`config.mk`:
```
export PLATFORM = sky130hd
export DESIGN_NAME = mdu_ctrl_flat
export DESIGN_NICKNAME = d
export VERILOG_FILES = /design/src/rtl/mdu_ctrl_pkg.sv /design/src/rtl/mdu_ctrl_if.sv /design/src/rtl/mdu_ctrl_op_class.sv /design/src/rtl/mdu_ctrl.sv /design/src/flat_wrapper.sv
export SDC_FILE = /design/constraint.sdc
export NUM_CORES = 1
export LEC_CHECK = 0
export CAP_MARGIN = 0
export CELL_PAD_IN_SITES_DETAIL_PLACEMENT = 1
export CELL_PAD_IN_SITES_GLOBAL_PLACEMENT = 2
export CORE_MARGIN = 3
export CORE_UTILIZATION = 27
export DETAILED_ROUTE_END_ITERATION = 16
export PLACE_DENSITY = 0.84
export SYNTH_ARGS = -nofsm -noshare
export SYNTH_HDL_FRONTEND = slang
export SYNTH_SLANG_ARGS = --single-unit
```
`constraint.sdc`:
```
create_clock -name clk -period 4.6 [get_ports clk]
set_input_delay 0.69 -clock clk [delete_from_list [all_inputs] [get_ports clk]]
set_output_delay 0.69 -clock clk [all_outputs]
set_load 0.1 [all_outputs]
```
`src/rtl/mdu_ctrl_pkg.sv`:
```
// Shared MDU opcode codes, default latencies, controller state and op-class types.
// Latency: n/a (declarations only).
// Backpressure: n/a.
package mdu_ctrl_pkg;

    typedef logic [4:0] mdu_op_t;

    // E-stage MDU opcodes; anything not listed here is a non-MDU instruction.
    localparam mdu_op_t MDU_NONE  = 5'd0;
    localparam mdu_op_t MDU_MULT  = 5'd1;
    localparam mdu_op_t MDU_MULTU = 5'd2;
    localparam mdu_op_t MDU_MADD  = 5'd3;
    localparam mdu_op_t MDU_MADDU = 5'd4;
    localparam mdu_op_t MDU_MSUB  = 5'd5;
    localparam mdu_op_t MDU_MSUBU = 5'd6;
    localparam mdu_op_t MDU_MUL   = 5'd7;
    localparam mdu_op_t MDU_DIV   = 5'd8;
    localparam mdu_op_t MDU_DIVU  = 5'd9;
    localparam mdu_op_t MDU_MTHI  = 5'd10;
    localparam mdu_op_t MDU_MTLO  = 5'd11;
    localparam mdu_op_t MDU_MFHI  = 5'd12;
    localparam mdu_op_t MDU_MFLO  = 5'd13;

    // Default start-to-commit latencies shared with the datapath.
    localparam int MDU_MUL_LAT = 5;
    localparam int MDU_DIV_LAT = 10;

    typedef enum logic {
        ST_IDLE = 1'b0,
        ST_RUN  = 1'b1
    } mdu_state_e;

    typedef struct packed {
        logic long_m;
        logic long_d;
        logic move_hi;
        logic move_lo;
        logic read;
        logic is_mul;
    } op_class_t;

endpackage

```
`src/rtl/mdu_ctrl_if.sv`:
```
// Pipeline <-> MDU controller bundle: E/D-stage status in, strobes and stalls out.
// Latency: n/a (wiring only).
// Backpressure: stall_d/hold_e flow from controller to pipeline.
interface mdu_ctrl_if;
    import mdu_ctrl_pkg::*;

    logic    e_valid;
    mdu_op_t e_op;
    logic    d_is_mdu;
    logic    req;

    logic    mdu_start;
    mdu_op_t mdu_op_q;
    logic    hilo_we;
    logic    mul_we;
    logic    hi_we;
    logic    lo_we;
    logic    busy;
    logic    stall_d;
    logic    hold_e;

    // Pipeline side drives stage status and observes control.
    modport master (
        output e_valid, e_op, d_is_mdu, req,
        input  mdu_start, mdu_op_q, hilo_we, mul_we, hi_we, lo_we,
               busy, stall_d, hold_e
    );

    // Controller side.
    modport slave (
        input  e_valid, e_op, d_is_mdu, req,
        output mdu_start, mdu_op_q, hilo_we, mul_we, hi_we, lo_we,
               busy, stall_d, hold_e
    );
endinterface

```
`src/rtl/mdu_ctrl_op_class.sv`:
```
// Combinational classifier of the E-stage MDU opcode.
// Latency: 0 cycles (pure decode).
// Backpressure: none.
module mdu_op_class
    import mdu_ctrl_pkg::*;
(
    input  mdu_op_t   e_op_i,
    output op_class_t cls_o
);

    // Map each opcode onto its class flags; unknown codes decode to nothing.
    always_comb begin
        cls_o = '0;
        unique case (e_op_i)
            MDU_MULT, MDU_MULTU,
            MDU_MADD, MDU_MADDU,
            MDU_MSUB, MDU_MSUBU: cls_o.long_m = 1'b1;
            MDU_MUL: begin
                cls_o.long_m = 1'b1;
                cls_o.is_mul = 1'b1;
            end
            MDU_DIV, MDU_DIVU:   cls_o.long_d  = 1'b1;
            MDU_MTHI:            cls_o.move_hi = 1'b1;
            MDU_MTLO:            cls_o.move_lo = 1'b1;
            MDU_MFHI, MDU_MFLO:  cls_o.read    = 1'b1;
            default:             cls_o         = '0;
        endcase
    end

endmodule

```
`src/rtl/mdu_ctrl.sv`:
```
// MDU issue/sequencing controller: start strobe, latency count, commit strobes, D stall, E hold.
// Latency: commit MUL_LAT/DIV_LAT cycles after the start strobe; moves write in the issue cycle.
// Backpressure: stall_d freezes D while busy or issuing; hold_e keeps an in-flight mul in E.
module mdu_ctrl
    import mdu_ctrl_pkg::*;
#(
    parameter int MUL_LAT = MDU_MUL_LAT,
    parameter int DIV_LAT = MDU_DIV_LAT
) (
    input  logic     clk,
    input  logic     reset,
    mdu_ctrl_if.slave mdu
);

    localparam logic [3:0] MUL_CNT = 4'(MUL_LAT - 1);
    localparam logic [3:0] DIV_CNT = 4'(DIV_LAT - 1);

    mdu_state_e state_q;
    logic [3:0] cnt_q;
    mdu_op_t    op_q;

    op_class_t  cls;
    logic       idle;
    logic       issue;
    logic       commit;
    logic       run_mul;
    logic       unused_read;

    mdu_op_class u_op_class (
        .e_op_i (mdu.e_op),
        .cls_o  (cls)
    );

    // Reads of HI/LO need no controller action; the class flag is left unused.
    assign unused_read = cls.read;

    assign idle    = (state_q == ST_IDLE);
    assign issue   = idle & mdu.e_valid & (cls.long_m | cls.long_d) & ~mdu.req;
    assign commit  = (state_q == ST_RUN) & (cnt_q == 4'd0);
    assign run_mul = (state_q == ST_RUN) & (op_q == MDU_MUL);

    // Issue/count/commit state machine; a flush aborts only an in-flight mul.
    always_ff @(posedge clk or negedge reset) begin
        if (!reset) begin
            state_q <= ST_IDLE;
            cnt_q   <= 4'd0;
            op_q    <= MDU_NONE;
        end else begin
            unique case (state_q)
                ST_IDLE: begin
                    if (issue) begin
                        op_q    <= mdu.e_op;
                        cnt_q   <= cls.long_d ? DIV_CNT : MUL_CNT;
                        state_q <= ST_RUN;
                    end
                end
                ST_RUN: begin
                    if ((run_mul && mdu.req) || cnt_q == 4'd0) begin
                        cnt_q   <= 4'd0;
                        state_q <= ST_IDLE;
                    end else begin
                        cnt_q <= cnt_q - 4'd1;
                    end
                end
                default: state_q <= ST_IDLE;
            endcase
        end
    end

    assign mdu.mdu_start = issue;
    assign mdu.mdu_op_q  = op_q;
    assign mdu.busy      = (state_q == ST_RUN);
    // HI/LO ops are older than any flush and always commit; mul is squashed by req.
    assign mdu.hilo_we   = commit & (op_q != MDU_MUL);
    assign mdu.mul_we    = commit & (op_q == MDU_MUL) & ~mdu.req;
    assign mdu.hi_we     = idle & mdu.e_valid & cls.move_hi & ~mdu.req;
    assign mdu.lo_we     = idle & mdu.e_valid & cls.move_lo & ~mdu.req;
    assign mdu.stall_d   = mdu.d_is_mdu & (mdu.busy | issue);
    // Hold drops in the commit cycle so the mul leaves E on that edge.
    assign mdu.hold_e    = (issue & cls.is_mul) | (run_mul & (cnt_q != 4'd0));

endmodule
```
`src/flat_wrapper.sv`:
```
// flat-port wrapper written by rule: the top's interface ports become plain ports
module mdu_ctrl_flat import mdu_ctrl_pkg::*;
#(
    parameter int MUL_LAT = MDU_MUL_LAT,
    parameter int DIV_LAT = MDU_DIV_LAT
)
  (clk, reset, mdu_e_valid, mdu_e_op, mdu_d_is_mdu, mdu_req, mdu_mdu_start, mdu_mdu_op_q, mdu_hilo_we, mdu_mul_we, mdu_hi_we, mdu_lo_we, mdu_busy, mdu_stall_d, mdu_hold_e);
  mdu_ctrl_if mdu_i ();
  input  logic clk;
  input  logic reset;
  input wire logic [$bits(mdu_i.e_valid)-1:0] mdu_e_valid;
  input wire logic [$bits(mdu_i.e_op)-1:0] mdu_e_op;
  input wire logic [$bits(mdu_i.d_is_mdu)-1:0] mdu_d_is_mdu;
  input wire logic [$bits(mdu_i.req)-1:0] mdu_req;
  output wire logic [$bits(mdu_i.mdu_start)-1:0] mdu_mdu_start;
  output wire logic [$bits(mdu_i.mdu_op_q)-1:0] mdu_mdu_op_q;
  output wire logic [$bits(mdu_i.hilo_we)-1:0] mdu_hilo_we;
  output wire logic [$bits(mdu_i.mul_we)-1:0] mdu_mul_we;
  output wire logic [$bits(mdu_i.hi_we)-1:0] mdu_hi_we;
  output wire logic [$bits(mdu_i.lo_we)-1:0] mdu_lo_we;
  output wire logic [$bits(mdu_i.busy)-1:0] mdu_busy;
  output wire logic [$bits(mdu_i.stall_d)-1:0] mdu_stall_d;
  output wire logic [$bits(mdu_i.hold_e)-1:0] mdu_hold_e;
  assign mdu_i.e_valid = mdu_e_valid;
  assign mdu_i.e_op = mdu_e_op;
  assign mdu_i.d_is_mdu = mdu_d_is_mdu;
  assign mdu_i.req = mdu_req;
  assign mdu_mdu_start = mdu_i.mdu_start;
  assign mdu_mdu_op_q = mdu_i.mdu_op_q;
  assign mdu_hilo_we = mdu_i.hilo_we;
  assign mdu_mul_we = mdu_i.mul_we;
  assign mdu_hi_we = mdu_i.hi_we;
  assign mdu_lo_we = mdu_i.lo_we;
  assign mdu_busy = mdu_i.busy;
  assign mdu_stall_d = mdu_i.stall_d;
  assign mdu_hold_e = mdu_i.hold_e;
  mdu_ctrl #(.MUL_LAT(MUL_LAT), .DIV_LAT(DIV_LAT)) u_core (.clk(clk), .reset(reset), .mdu(mdu_i));
endmodule
```
After elaboration in Yosys (flattened, before gate mapping)
Cells that the tools add are included. Widths: inputs -> output; s select.

Register bits: 10. Bits of input ports: 10. Output and inout bits: 13. Word-level logic and storage cells: 57.

Add/sub/neg operators: 1. Eq/ne operators: 14. Muxes and demuxes: 12. Bitwise gates (word level): 20. Reduce and logical (&&, ||, !) cells: 7.

Operator list (number): $eq 5x3->1 const B (5); $eq 5x4->1 const B (4); $and 1x1->1 (15); $mux 4 (3); $eq 5x2->1 const B (2); $pmux 4 s2 (1); $mux 1 (7); $reduce_or 7->1 (1); $eq 5x1->1 const B (1); $ne 5x3->1 const B (1); $logic_not 4->1 (1); $reduce_bool 4->1 (1); $sub 4x1->4 const B (1); $or 1x1->1 (3); $ne 2x2->1 const B (1); $not 1->1 (2); $pmux 1 s2 (1); $reduce_and 2->1 (1); $reduce_or 2->1 (1); $logic_and 1x1->1 (1); $logic_or 1x1->1 (1).

Depth between registers and ports, before layout
Depth after elaboration: 8. Gate-level depth with buffers: 6. Gate-level depth less buffers: 6.

Hierarchy
A second synthesis with hierarchy kept.

Cell total of the unflattened synthesis: 62. Area, all modules: 639.4 um2.

Modules (own cells, without submodules): mdu_ctrl (instances 1, cells an instance 53, area an instance 573.0 um2, sequential area each 250.2 um2); mdu_op_class (instances 1, cells an instance 9, area an instance 66.3 um2, sequential area each 0.0 um2).

Least setup slack after synthesis
OpenSTA, ideal clock, no wires.

Kind: reg2out. Start point: reg u_core.state_q, in the netlist u_core.mdu.busy. End point: out mdu_hold_e. Data arrival time: 3.799 ns. Data required time: 3.910 ns. Path slack: 0.111 ns. Cell stages (with the launch flop): 4. Buffers on the path: 0. Cell sequence: dfrtp_1 > nor4b_4 > nand3_2 > o32ai_1.

Longest elaborated chain between the ends: 6. Elaborated cells on any way between the ends: 8. Those cells by class: bitwise (8).

Ends and longest elaborated chain: start, declared (RTL line mdu_ctrl.sv:18) `mdu_state_e state_q;`; start signal, assigned (RTL line mdu_ctrl.sv:45) `state_q <= ST_IDLE;`; start signal, assigned (RTL line mdu_ctrl.sv:54) `state_q <= ST_RUN;`; start signal, assigned (RTL line mdu_ctrl.sv:60) `state_q <= ST_IDLE;`; $not 1->1 (no line); $and 1x1->1 (3 in series) (RTL line mdu_ctrl.sv:38) `assign issue = idle & mdu.e_valid & (cls.long_m | cls.long_d) & ~mdu.req;`; $and 1x1->1 (RTL line mdu_ctrl.sv:80) `assign mdu.hold_e = (issue & cls.is_mul) | (run_mul & (cnt_q != 4'd0));`; $or 1x1->1 (*) (RTL line mdu_ctrl.sv:80); end, declared (RTL line flat_wrapper.sv:23) `output wire logic [$bits(mdu_i.hold_e)-1:0] mdu_hold_e;`.

Every way passes the cells marked *; elsewhere a longest branch is shown, timed or not.

Worst setup path in the final report
Start point: reg u_core.cnt_q[0]. End point: out mdu_mul_we.

Longest elaborated chain between the ends: 4.

Ends and longest elaborated chain: start, declared (RTL line mdu_ctrl.sv:19) `logic [3:0] cnt_q;`; start signal, assigned (RTL line mdu_ctrl.sv:53) `cnt_q <= cls.long_d ? DIV_CNT : MUL_CNT;`; start signal, assigned (RTL line mdu_ctrl.sv:62) `cnt_q <= cnt_q - 4'd1;`; $logic_not 4->1 (RTL line mdu_ctrl.sv:39) `assign commit = (state_q == ST_RUN) & (cnt_q == 4'd0);`; $and 1x1->1 (RTL line mdu_ctrl.sv:39); $and 1x1->1 (2 in series) (RTL line mdu_ctrl.sv:75) `assign mdu.mul_we = commit & (op_q == MDU_MUL) & ~mdu.req;`; end, declared (RTL line flat_wrapper.sv:18) `output wire logic [$bits(mdu_i.mul_we)-1:0] mdu_mul_we;`.

No other way between the ends.

==> key figures <==
Die
  – Core area: roughly 0.0021 sq mm
  – Initial Utilization: between 30% and 40%
  – Die height: around 54 microns
  – Site Rows: 16
  – Die Width: 54.38 microns
  – Die area: 0.002957 sq mm
  – I/O Pins: 23

STA
  – Final worst path period share: about four fifths
  – RSZ-0062 raised after global routing: false
  – Max frequency: 274.4 MHz
  – Minimum clock period: roughly 3.6 ns
  – Setup tns final: 0 ns
  – Measured slew at the worst slew-check pin: just under 1 ns
  – Worst slew margin: 34.88%
  – Hold Fails Final Rpt: 0
  – Final setup viols: 0
  – Worst Skew: roughly 0.007 ns
  – Slew Viols, Final: 0

Synthesis
  – Netlist cell types: 30
  – Synth top area share: about two fifths
  – Sequential element share of the synthesized area: about two fifths
  – Yosys top cell by area: dfrtp_1
  – Post-synthesis sequential element count: 10
  – Synth area leaders: dfrtp_1, nor4b_4, mux2_2
  – Ys flop type: dfrtp_1
  – Yosys warns: 0
  – Synth cell count leaders: dfrtp_1, inv_1, nand2_1, nor2_1
  – Syn Inst Count: 62
  – Post-synthesis net count: 73
  – Most frequent cell after synthesis: dfrtp_1
  – EDFF count, synth: 0
  – Avg Cell Area, Syn: a little over 10 sq um
  – Mapped Area: 631.9 sq um
  – Post-synthesis async set-or-reset flop share: between 90% and 100%

Clock tree
  – H-tree depth: 1
  – Post-CTS Hold Buffers: 0
  – Clock root cell: clkbuf_4
  – Latest clock arrival within the worst-skew pair: 0.27 ns
  – Post-CTS setup buffer count: 0
  – Number of gates resized after CTS: 0
  – Clock slew at reported path FFs: ~0.060 ns
  – CTS tree: done
  – Cts bufs inserted: 3
  – Max Buffers Root-to-Sink: 2
  – Clock Sink Count: 10

Hold path
  – Hold Startpoint: u_core.cnt_q[0]
  – Hold endpoint: u_core.cnt_q[0]
  – Hold Path Cell Cnt: 1
  – Worst hold path class: flip-flop to flip-flop

Global routing
  – Total gr overflow: 0
  – First-pass GRT wire length: between 2 and 3 mm
  – Global-route usage over all layers: between 10% and 20%
  – Largest net degree at the start of global routing: 11
  – Initial antenna violation count: 0
  – Vias in the first global route: between 600 and 700

Routing
  – Antenna viol nets, final: 0
  – DR DRC count: 0
  – Routed wire per std cell: ~16 microns
  – Via count: around 570
  – Vias per cell: 4.965
  – DRT iter0 DRCs: 3
  – DRT Pass-1 Iters: 4
  – Routed WL: around 1.8 mm

Power and ir drop
  – Combinational share of power: just under 60%
  – Power Density: between 600 and 700 mW/mm^2
  – Total net switching power: just over 300 uW
  – Static Leakage: 0.0003969 uW
  – Sequential group share of total power: ~27%
  – Sw Ratio: 53.38%
  – Clock power frac: between 10% and 20%
  – Internal power: about 270 uW
  – Peak supply drop: between 400 and 500 uV

Placement
  – # port buffers: 22
  – Routability cong.: a little over 0.7
  – DP Wirelength: between 1 and 1.5 mm

Setup path
  – Worst setup EP type: primary output
  – WP data arrival: roughly 3.0 ns
  – Worst reg2reg path endpoint: u_core.cnt_q[3]
  – CP Data Required Time: 3.91 ns
  – Worst-path fanout max: 4
  – Worst Setup SP: u_core.cnt_q[0]
  – Worst Reg-to-Reg Cells: 6
  – Critical register-to-register path startpoint: u_core.cnt_q[0]
  – FF-to-FF setup slack: approximately 2.9 ns
  – Worst setup path class: flip-flop to primary output
  – Critical Path Start Type: flip-flop

Final layout
  – Inserted Diodes: 0
  – Fillers: between 200 and 250
  – Share of cells above drive strength 1: between 20% and 30%
  – P&R area growth vs syn: 43.96%
  – Post-route core utilization: 43.69%
  – Nets@finish: 100

Flow run
  – Max cap viols: 0

Outcome
  – Status: complete, no violations
==> stage by stage <==
stage                     instances  setup WS (ns)  hold slack, ns  total power, uW  instance area [sq um]
after floorplan                  62         0.1106          0.3944            406.6                  631.9
after global placement          111          1.331          0.5056            488.4                  873.3
after detailed placement        111          1.232          0.5223            494.6                  873.3
after CTS                       115         0.9360          0.5421            578.4                  909.6
after global routing            115         0.8094          0.5586            606.7                  909.6
final                           115         0.9561          0.5350            571.1                  909.6
==> worst max-delay path, cell delays in order (launching register included) <==
cell and delay [ns]:
dfrtp_1 0.41, inv_1 0.07, ha_1 0.17, or3b_1 0.40, or2_2 0.31, nor3_1 0.17
clkdlybuf4s50_1 1.17
==> how the worst max path moves through the flow <==
stage and to:
2_1_floorplan mdu_hold_e, 3_3_place_gp mdu_mul_we, 3_5_place_dp mdu_mul_we, 4_1_cts mdu_mul_we
5_1_grt mdu_mul_we, 6_report mdu_mul_we
==> kinds of logic (layout without fill, tap and decap cells) <==
| logic type | Yosys count | count (layout) | synth area share, % |
|---|---|---|---|
| muxes | 3 | 3 | 5.346 |
| AOI/OAI and AO/OA | 14 | 14 | 17.82 |
| and+or+nand+nor | 28 | 28 | 31.68 |
| DFF | 10 | 10 | 39.60 |
| adders and majority gates | 1 | 1 | 1.980 |
| buffers and inverters | 6 | 32 | 3.564 |
==> area by class of cell <==
type                    instances  area, sq um  share of cell area, %
flip-flops and latches         10        250.2                  27.51
inverters                       6        22.52                  2.476
clock buffers                   4        36.28                  3.989
repair buffers                 22        207.7                  22.83
multi-input cells              46        359.1                  39.48
well taps                      27        33.78                  3.714
==> power by group through the flow <==
stage	combinational, uW	sequential, uW	clock (uW)
after floorplan	139	268	0
after global placement	336	153	0
after detailed placement	340	155	0
after CTS	341	153	84.0
after global routing	358	158	90.3
final	338	153	79.6
==> routing by layer <==
layer / share of wire [%] / GRT usage, %
met2: 48 / 22.31
met3: 2.6 / 2.725
met4: 0 / 4.979
met1: 49 / 18.94
met5: 0 / 0
==> placed cells by master, fill, tap and decap left out, types with 2 or more instances in the layout <==
master and instances:
nor3_1 3, mux2_2 3, o21ai_0 2, nand2_1 6, inv_1 6, nor2_1 6
nor3b_1 2, dfrtp_1 10, clkdlybuf4s50_1 17, buf_4 5, a21oi_1 2, clkbuf_4 3
nor4b_4 2
==> sequential cells by signal, indices dropped and copies added, names as in the netlist <==
signal	flops
u_core.mdu.mdu_op_q	5
u_core.cnt_q	4
u_core.mdu.busy	1
(Power assumes the default switching activity.)
